$ cat src/rtl/sd_sector_read_arbiter.sv
// sd_sector_read_arbiter
// Shares one SPI sector reader between two burst requesters. Requesters are
// granted round-robin. Each granted burst is walked one sector at a time
// through the reader's level-held start/done handshake. The read byte stream
// is forwarded, tagged with the owner and the sector index inside the burst.
// Every sector is checked for exactly 512 delivered bytes.
//
// Ports:
//   clk, rst                 clock, asynchronous active-high reset
//   reqN, reqN_lba, reqN_cnt level request with first LBA and sector count (0 => 1)
//   gntN                     high for the whole burst of owner N
//   doneN, err               one-cycle completion pulse; err flags a bad byte count
//   rd_start, rd_sector_no   handshake towards the sector reader
//   rd_done, rd_rvalid,
//   rd_raddr, rd_rdata       handshake and byte stream from the sector reader
//   out_valid, out_owner,
//   out_sidx, out_addr,
//   out_data                 registered, tagged byte stream
module sd_sector_read_arbiter #(
  parameter int LBA_W = 32,
  parameter int CNT_W = 8
) (
  input  logic             clk,
  input  logic             rst,
  input  logic             req0,
  input  logic [LBA_W-1:0] req0_lba,
  input  logic [CNT_W-1:0] req0_cnt,
  input  logic             req1,
  input  logic [LBA_W-1:0] req1_lba,
  input  logic [CNT_W-1:0] req1_cnt,
  output logic             gnt0,
  output logic             gnt1,
  output logic             done0,
  output logic             done1,
  output logic             err,
  output logic             rd_start,
  output logic [LBA_W-1:0] rd_sector_no,
  input  logic             rd_done,
  input  logic             rd_rvalid,
  input  logic [8:0]       rd_raddr,
  input  logic [7:0]       rd_rdata,
  output logic             out_valid,
  output logic             out_owner,
  output logic [CNT_W-1:0] out_sidx,
  output logic [8:0]       out_addr,
  output logic [7:0]       out_data
);

  typedef enum logic [2:0] {
    ST_IDLE   = 3'd0,
    ST_ISSUE  = 3'd1,
    ST_WAIT   = 3'd2,
    ST_NEXT   = 3'd3,
    ST_FINISH = 3'd4
  } state_t;

  localparam logic [CNT_W-1:0] CNT_ZERO = {CNT_W{1'b0}};
  localparam logic [CNT_W-1:0] CNT_ONE  = {{(CNT_W-1){1'b0}}, 1'b1};
  localparam logic [LBA_W-1:0] LBA_ZERO = {LBA_W{1'b0}};
  localparam logic [LBA_W-1:0] LBA_ONE  = {{(LBA_W-1){1'b0}}, 1'b1};
  localparam logic [9:0]       SECTOR_BYTES = 10'd512;

  // Saturating 10-bit byte counter increment (stops at 1023).
  function automatic logic [9:0] sat_inc10(input logic [9:0] v);
    if (v == 10'd1023) begin
      sat_inc10 = v;
    end else begin
      sat_inc10 = v + 10'd1;
    end
  endfunction

  state_t           state_r, next_state_s;
  logic             last_owner_r, last_owner_s;
  logic             owner_r, owner_s;
  logic [LBA_W-1:0] lba_r, lba_s;
  logic [CNT_W-1:0] remaining_r, remaining_s;
  logic [CNT_W-1:0] sidx_r, sidx_s;
  logic [9:0]       bytecnt_r, bytecnt_s, bytecnt_inc_s;
  logic             errflag_r, errflag_s;

  logic             gnt0_s, gnt1_s, done0_s, done1_s, err_s;
  logic             rd_start_s;
  logic [LBA_W-1:0] rd_sector_no_s;
  logic             out_valid_s;
  logic             pick1_s;
  logic             any_req_s;

  // req1 wins when it is alone, or on a tie when req0 owned the last burst.
  assign pick1_s   = req1 & (~req0 | ~last_owner_r);
  assign any_req_s = req0 | req1;

  // State register.
  always_ff @(posedge clk or posedge rst) begin
    if (rst) begin
      state_r <= ST_IDLE;
    end else begin
      state_r <= next_state_s;
    end
  end

  // Next-state logic.
  always_comb begin
    next_state_s = state_r;
    case (state_r)
      ST_IDLE: begin
        if (any_req_s) begin
          next_state_s = ST_ISSUE;
        end else begin
          next_state_s = ST_IDLE;
        end
      end
      ST_ISSUE: next_state_s = ST_WAIT;
      ST_WAIT: begin
        if (rd_done) begin
          next_state_s = ST_NEXT;
        end else begin
          next_state_s = ST_WAIT;
        end
      end
      ST_NEXT: begin
        if (remaining_r == CNT_ONE) begin
          next_state_s = ST_FINISH;
        end else begin
          next_state_s = ST_ISSUE;
        end
      end
      ST_FINISH: next_state_s = ST_IDLE;
      default:   next_state_s = ST_IDLE;
    endcase
  end

  // Output and datapath next-value logic; everything is registered below.
  always_comb begin
    last_owner_s   = last_owner_r;
    owner_s        = owner_r;
    lba_s          = lba_r;
    remaining_s    = remaining_r;
    sidx_s         = sidx_r;
    bytecnt_s      = bytecnt_r;
    errflag_s      = errflag_r;
    gnt0_s         = gnt0;
    gnt1_s         = gnt1;
    done0_s        = 1'b0;
    done1_s        = 1'b0;
    err_s          = 1'b0;
    rd_start_s     = rd_start;
    rd_sector_no_s = rd_sector_no;
    // Byte count including a beat arriving in the current cycle.
    if (rd_rvalid) begin
      bytecnt_inc_s = sat_inc10(bytecnt_r);
    end else begin
      bytecnt_inc_s = bytecnt_r;
    end
    // Stray beats with no active grant are neither forwarded nor counted.
    out_valid_s    = rd_rvalid & (gnt0 | gnt1);

    case (state_r)
      ST_IDLE: begin
        if (any_req_s) begin
          owner_s   = pick1_s;
          gnt0_s    = ~pick1_s;
          gnt1_s    = pick1_s;
          sidx_s    = CNT_ZERO;
          bytecnt_s = 10'd0;
          errflag_s = 1'b0;
          if (pick1_s) begin
            lba_s       = req1_lba;
            remaining_s = (req1_cnt == CNT_ZERO) ? CNT_ONE : req1_cnt;
          end else begin
            lba_s       = req0_lba;
            remaining_s = (req0_cnt == CNT_ZERO) ? CNT_ONE : req0_cnt;
          end
        end else begin
          gnt0_s = 1'b0;
          gnt1_s = 1'b0;
        end
      end
      ST_ISSUE: begin
        rd_start_s     = 1'b1;
        rd_sector_no_s = lba_r;
      end
      ST_WAIT: begin
        bytecnt_s = bytecnt_inc_s;
        if (rd_done) begin
          rd_start_s = 1'b0;
          if (bytecnt_inc_s != SECTOR_BYTES) begin
            errflag_s = 1'b1;
          end else begin
            errflag_s = errflag_r;
          end
        end else begin
          rd_start_s = 1'b1;
        end
      end
      ST_NEXT: begin
        rd_start_s  = 1'b0;
        lba_s       = lba_r + LBA_ONE;
        remaining_s = remaining_r - CNT_ONE;
        sidx_s      = sidx_r + CNT_ONE;
        bytecnt_s   = 10'd0;
        // Completion pulse is raised on entry to FINISH so it is registered.
        if (remaining_r == CNT_ONE) begin
          done0_s = ~owner_r;
          done1_s = owner_r;
          err_s   = errflag_r;
        end else begin
          done0_s = 1'b0;
          done1_s = 1'b0;
        end
      end
      ST_FINISH: begin
        gnt0_s       = 1'b0;
        gnt1_s       = 1'b0;
        last_owner_s = owner_r;
      end
      default: begin
        gnt0_s     = 1'b0;
        gnt1_s     = 1'b0;
        rd_start_s = 1'b0;
      end
    endcase
  end

  // Datapath and output registers.
  always_ff @(posedge clk or posedge rst) begin
    if (rst) begin
      last_owner_r <= 1'b1;
      owner_r      <= 1'b0;
      lba_r        <= LBA_ZERO;
      remaining_r  <= CNT_ZERO;
      sidx_r       <= CNT_ZERO;
      bytecnt_r    <= 10'd0;
      errflag_r    <= 1'b0;
      gnt0         <= 1'b0;
      gnt1         <= 1'b0;
      done0        <= 1'b0;
      done1        <= 1'b0;
      err          <= 1'b0;
      rd_start     <= 1'b0;
      rd_sector_no <= LBA_ZERO;
      out_valid    <= 1'b0;
      out_owner    <= 1'b0;
      out_sidx     <= CNT_ZERO;
      out_addr     <= 9'd0;
      out_data     <= 8'd0;
    end else begin
      last_owner_r <= last_owner_s;
      owner_r      <= owner_s;
      lba_r        <= lba_s;
      remaining_r  <= remaining_s;
      sidx_r       <= sidx_s;
      bytecnt_r    <= bytecnt_s;
      errflag_r    <= errflag_s;
      gnt0         <= gnt0_s;
      gnt1         <= gnt1_s;
      done0        <= done0_s;
      done1        <= done1_s;
      err          <= err_s;
      rd_start     <= rd_start_s;
      rd_sector_no <= rd_sector_no_s;
      out_valid    <= out_valid_s;
      out_owner    <= owner_r;
      out_sidx     <= sidx_r;
      out_addr     <= rd_raddr;
      out_data     <= rd_rdata;
    end
  end

endmodule

$ cat config.mk
export PLATFORM = sky130hd
export DESIGN_NAME = sd_sector_read_arbiter
export DESIGN_NICKNAME = d
export VERILOG_FILES = /design/src/rtl/sd_sector_read_arbiter.sv
export SDC_FILE = /design/constraint.sdc
export NUM_CORES = 1
export LEC_CHECK = 0
export BUFFER_PORTS_ARGS = -buffer_cell sky130_fd_sc_hd__buf_2
export CAP_MARGIN = 40
export CORE_MARGIN = 4
export CORE_UTILIZATION = 41
export CTS_CLUSTER_DIAMETER = 150
export DETAILED_ROUTE_END_ITERATION = 8
export HOLD_SLACK_MARGIN = 0.02
export PLACE_DENSITY_LB_ADDON = 0.2
export SKIP_LAST_GASP = 1
export SLEW_MARGIN = 10
export SYNTH_ARGS = -nofsm -noshare
export SYNTH_HDL_FRONTEND = slang
export SYNTH_SLANG_ARGS = --single-unit
export TNS_END_PERCENT = 30
$ cat constraint.sdc
create_clock -name clk -period 10.1 [get_ports clk]
set_clock_uncertainty 0.1 [all_clocks]
set_input_delay 2.02 -clock clk [delete_from_list [all_inputs] [get_ports clk]]
set_output_delay 2.02 -clock clk [all_outputs]
set_load 0.01 [all_outputs]
# --- Word level (Yosys, flattened, before mapping) ---
# Cells that the tools add are included.
# W data, S select, Z words.
totals:
  register_bits: 129
  input_bits: 103
  out_inout_bits: 65
  elab_cells: 89
op_classes:
  add_sub_neg: 4
  n_eq_ne: 10
  mux: 34
  n_bitwise: 9
  n_reduce_logical: 12
op_table:
  columns: ["cell", "count"]
  rows:
  - ["$mux W32", 2]
  - ["$pmux W32 S2", 1]
  - ["$mux W8", 5]
  - ["$add A32 B1 Y32 const B", 1]
  - ["$pmux W8 S2", 2]
  - ["$mux W10", 3]
  - ["$pmux W10 S3", 1]
  - ["$logic_not A8 Y1", 2]
  - ["$mux W1", 14]
  - ["$pmux W3 S4", 1]
  - ["$add A10 B1 Y10 const B", 1]
  - ["$eq A10 B10 Y1 const B", 1]
  - ["$ne A10 B10 Y1 const B", 1]
  - ["$add A8 B1 Y8 const B", 1]
  - ["$eq A8 B1 Y1 const B", 1]
  - ["$sub A8 B1 Y8 const B", 1]
  - ["$eq A3 B2 Y1 const B", 2]
  - ["$ne A2 B2 Y1 const B", 3]
  - ["$pmux W1 S2", 3]
  - ["$reduce_and A2 Y1", 3]
  - ["$not A1 Y1", 4]
  - ["$reduce_and A4 Y1", 1]
  - ["$reduce_bool A2 Y1", 2]
  - ["$eq A3 B1 Y1 const B", 1]
  - ["other kinds (9)", 12]

# --- Logic depth before layout (Yosys ltp) ---
logic_depth:
  word_depth: 7
  ltp_mapped: 8
  mapped_depth_nobuf: 6

# --- Worst setup path after synthesis ---
# OpenSTA, ideal clock, no wires.
synth_timing:
  path_kind: "input -> register"
  start: "input port rd_rvalid"
  end: "register errflag_r"
  setup_ns: 0.136
  arrival_time_ns: 3.135
  path_slack_ns: 6.730
  cell_stages: 6
  n_path_buf: 1
  path_cell_list: "clkbuf_1 and3_1 nand2_1 or4_1 nand2_1 a31oi_1"
synth_via:
  elab_chain_cells: 4
synth_lines:
  columns: ["element", "line_no", "source"]
  rows:
  - ["start, declared", "39", "input logic rd_rvalid,"]
  - ["$mux W10", "149", "if (rd_rvalid) begin"]
  - ["$ne A10 B10 Y1", "186", "if (bytecnt_inc_s != SECTOR_BYTES) begin"]
  - ["$ne A2 B2 Y1 (no source line)", null, null]
  - ["$reduce_and A4 Y1 (no source line)", null, null]
  - ["end signal, assigned", "253", "errflag_r <= errflag_s;"]
  - ["end, declared", "79", "logic errflag_r, errflag_s;"]
# Every way passes these cells.
# A chain may end at the register's enable or synchronous reset.

# --- Worst setup path in the final report ---
layout_timing:
  start: "input port req1"
  end: "register lba_r[28]"
layout_via:
  elab_chain_cells: 4
layout_lines:
  columns: ["element", "line_no", "source"]
  rows:
  - ["start, declared", "28", "input logic req1,"]
  - ["$and A1 B1 Y1", "89", "assign pick1_s = req1 & (~req0 | ~last_owner_r);"]
  - ["$mux W32", "166", "if (pick1_s) begin"]
  - ["$mux W32", "159", "if (any_req_s) begin"]
  - ["$pmux W32 S2", "157", "case (state_r)"]
  - ["end signal, assigned", "249", "lba_r <= lba_s;"]
  - ["end, declared", "75", "logic [LBA_W-1:0] lba_r, lba_s;"]
# Parallel ways exist; a longest one is shown, timed or not. The select of a mux whose other input is x is not followed.

==> summary.txt <==
Global routing
  • GR Util met1: 0.268
  • GR Overflow Total: 0
  • Global-route total usage across every layer: 0.198
  • Met2 usage: 0.313
  • Largest net degree at the start of global routing: 56
  • Via count of the first global-routing pass: 5293
  • Grt peak-use layer: met2
  • Met3 track demand over resource in global routing: 0.0493
  • First-pass GRT wire length: 27800 um
  • Initial antenna violation count: 0

Final layout
  • Net total in the final layout: 863
  • Share of final-layout standard cells stronger than drive strength 1: 0.336
  • Layout Area Growth over Synthesis: 25.4%
  • Top library cells by usage in the layout, fill and taps aside: sky130_fd_sc_hd__buf_2 (167), sky130_fd_sc_hd__dfrtp_1 (128), sky130_fd_sc_hd__nand2_1 (92), sky130_fd_sc_hd__mux2_2 (33), sky130_fd_sc_hd__nor2_1 (30)
  • Count of inserted antenna diode cells: 0
  • Most common library cell in the layout ignoring fill and taps: sky130_fd_sc_hd__buf_2
  • Final instance area: 7800 um2

Setup path
  • Category of the critical setup timing path: input pin to flop
  • Combined buffer and inverter count along the critical path: 1
  • Sort of element at the start of the critical path: input pin
  • Master of the slowest instance on the critical path: sky130_fd_sc_hd__a21bo_2
  • Worst path arrival time: 3420 ps
  • CP Capture Type: flop
  • Dominant delay contributor by cell family on the critical path: compound AO/OA/AOI/OAI gates
  • Cells traversed along the worst timing path: buf_2 > a21bo_2 > nand2_1 > and3_1 > a311oi_1
  • Critical path peak fanout: 32
  • Data required time of the critical path: roughly 10000 ps
  • Largest stage delay on the critical path: 710 ps

Route
  • Iteration-0 DRC count of the detailed router: 374
  • Post-detailed-route via-to-cell ratio: about 5.7
  • Post-DRT Antenna Nets: 0
  • DR WL/cell: ~18 um
  • Final WL: 16800 um
  • Number of DRC violations after detailed routing: 0
  • Via Count: 5383
  • Number of optimization iterations in the first detailed-route pass: 4

Logic synthesis
  • Fraction of registers with async set or reset after synthesis: 1.00
  • Main combinational cell family by area after synthesis: simple AND/OR/NAND/NOR gates
  • Library cell occupying the most area in the post-synthesis netlist: sky130_fd_sc_hd__dfrtp_1
  • Adder-cell share of the synthesized area: 0.0101
  • Unique cell type count in the Yosys netlist: 65
  • Fraction of post-synthesis cell area in the top cell type by area: 0.515
  • Syn_nets: about 710
  • Xor and xnor fraction of the mapped netlist area: 0.00422
  • Leading cell types by total area after synthesis: sky130_fd_sc_hd__dfrtp_1 (51%), sky130_fd_sc_hd__mux2_2 (6.0%), sky130_fd_sc_hd__nand2_1 (5.5%)
  • Number of flops mapped to enable cells by yosys: 0
  • Sequential area share after synthesis: 0.519
  • Fraction of the mapped netlist area in compound gates: 0.160
  • Post-Synthesis Mean Instance Area: 10.4 um2
  • Post-Synthesis Cells: 601
  • Simple-gate area share of the yosys netlist: 0.192
  • Proportion of synthesized area in mux cells: 0.0806
  • Post-synth top flop: sky130_fd_sc_hd__dfrtp_1
  • Cell Area, Synth: 6220 um2
  • Flip-flop and latch count after synthesis: about 130
  • Syn. warnings: 0

STA
  • Number of pins exceeding their max-slew limit in the final report: 0
  • Peak Freq: between 300 and 400 MHz
  • Transition time of the tightest slew-check pin: a little under 800 ps
  • Min Clock Period, post-route: 3220 ps
  • Accumulated negative setup slack: 0 ps
  • Final critical-path share of the clock period: 0.319
  • Final Worst Setup Slack: 6880 ps
  • RSZ-0062 raised after global routing: no
  • Endpoints failing setup: 0
  • Hold Slack: 310 ps
  • Headroom to the max-slew limit: 0.477
  • Final-report hold violation count: 0

Clock tree
  • Insertion delay of the later-clocked pin in the worst-skew pair: a little over 400 ps
  • Clk buf depth: 2
  • Clock input transition at the sequential cells of the worst setup and hold paths: 50 ps
  • Number of gates resized after cts: 0
  • Inserted Clock Buffers: 17
  • TritonCTS Sinks: 129
  • Number of levels the H-tree was split into: 4
  • Number of setup buffers added after CTS: 0
  • CTS tree: yes
  • Clock tree root driver cell: sky130_fd_sc_hd__clkbuf_16
  • Number of hold buffers added after CTS: 0

Pwr
  • Peak supply drop: 0.137 mV
  • Logic pwr share: 0.352
  • Fraction of power consumed by the clock network: 0.267
  • Sw power: 831 uW
  • Reported leakage power: 0.00356 uW
  • Switching power as a share of total power: 0.363
  • Pwr Density: around 290 nW/um2
  • P_int: between 1000 and 1500 uW
  • Fraction of power consumed by sequential logic: 0.381

Floorplanning
  • Effective utilization at floorplan: 0.423
  • Overall die area: 17200 um2
  • Die width: 131 um
  • DIE HEIGHT: 131 um
  • Number of ports placed on the die boundary: 168
  • Core footprint: 14700 um2
  • FP Rows: 44

Placement
  • Number of port buffers: 167
  • Minimum setup slack after placement: around 6400 ps
  • Estimated wirelength of the detail-placed design: 11800 um
  • Last weighted congestion value of the routability-driven placer: roughly 0.84
  • Cell area after placement: 7210 um2

Flow run
  • Maximum capacitance violations: 0

Min path
  • Class of the most critical hold timing path: flop to flop

Outcome
  • Run status: complete, no violations
[worst paths after layout]
| kind | startpoint | endpoint | slack, ps | cells after the start |
|---|---|---|---|---|
| worst max-delay path | req1 | lba_r[28]$_DFFE_PP0P_ | 6880 | 5 |
| worst min-delay path | sidx_r[7]$_DFFE_PP0P_ | out_sidx[7]$_DFF_PP0_ | 310 | 0 |
| worst max register to register | state_r[2]$_DFF_PP0_ | lba_r[5]$_DFFE_PP0P_ | 7370 | 6 |
| worst min register to register | sidx_r[7]$_DFFE_PP0P_ | out_sidx[7]$_DFF_PP0_ | 310 | 0 |
| max in group asynchronous | rst | last_owner_r$_DFFE_PP1N_ | 7090 | 4 |
| min in group asynchronous | rst | out_addr[0]$_DFF_PP0_ | 1620 | 2 |
[state kept, by name (all words and copies together) (netlist names)]
register      count
bytecnt_r        10
done0             1
done1             1
err               1
errflag_r         1
gnt0              1
gnt1              1
last_owner_r      1
lba_r            32
out_addr          9
out_data          8
out_owner         1
out_sidx          8
out_valid         1
owner_r           1
rd_sector_no     32
rd_start          1
remaining_r       8
sidx_r            8
state_r           3
[area by class of cell]
class                      count  area [um2]
fill                        1349        6900
sequential                   129        3230
multi-input combinational    423        2800
timing repair buffer         175         916
clock buffer                  25         515
tap                          184         230
clock inverter                 5        75.1
inverter                       9        36.3
[Yosys cell counts, types with 3 or more instances]
cell type	instances
sky130_fd_sc_hd__dfrtp_1	128
sky130_fd_sc_hd__nand2_1	92
sky130_fd_sc_hd__mux2_2	33
sky130_fd_sc_hd__nor2_1	30
sky130_fd_sc_hd__a21oi_1	27
sky130_fd_sc_hd__clkbuf_1	26
sky130_fd_sc_hd__o21ai_0	25
sky130_fd_sc_hd__nand3_1	23
sky130_fd_sc_hd__a311oi_1	17
sky130_fd_sc_hd__and3_1	17
sky130_fd_sc_hd__nand4_1	14
sky130_fd_sc_hd__mux2i_1	13
sky130_fd_sc_hd__nor3_1	13
sky130_fd_sc_hd__buf_2	11
sky130_fd_sc_hd__and4_1	9
sky130_fd_sc_hd__inv_1	9
sky130_fd_sc_hd__o211ai_1	9
sky130_fd_sc_hd__a211oi_1	8
sky130_fd_sc_hd__a31oi_1	7
sky130_fd_sc_hd__o31ai_1	7
sky130_fd_sc_hd__and2_1	5
sky130_fd_sc_hd__ha_1	5
sky130_fd_sc_hd__nand3b_1	5
sky130_fd_sc_hd__nor4_1	5
sky130_fd_sc_hd__a221oi_1	4
sky130_fd_sc_hd__a32o_1	3
sky130_fd_sc_hd__o211a_1	3
sky130_fd_sc_hd__o22ai_1	3
sky130_fd_sc_hd__xnor2_1	3
[logic make-up after synthesis]
| group | count (synthesis) |
|---|---|
| mux | 46 |
| fa+ha+maj | 5 |
| compound gates | 139 |
| simple gates | 230 |
| buf+inv | 49 |
| xor+xnor | 3 |
| flops | 129 |
[per-layer routing]
| layer | wire length (um) | up-vias |
|---|---|---|
| li1 | - | 2543 |
| met1 | 7810 | 2656 |
| met2 | 7890 | 167 |
| met3 | 873 | 17 |
| met4 | 236 | 0 |
| met5 | 0 | - |
[power groups by stage]
stage / Sequential, uW / Combinational (uW) / Clock, uW
final: 873 / 806 / 610
after CTS: 870 / 819 / 621
after floorplan: 860 / 557 / 0
after global routing: 900 / 897 / 644
after detailed placement: 877 / 815 / 0
after global placement: 870 / 784 / 0
[stage by stage]
stage,util,instances,power (uW)
after floorplan,-,601,1420
after global placement,0.488,918,1650
after detailed placement,0.491,920,1690
after CTS,0.531,950,2310
after global routing,0.531,950,2440
final,0.531,950,2290
No activity file was read; power rests on OpenSTA's default activity.
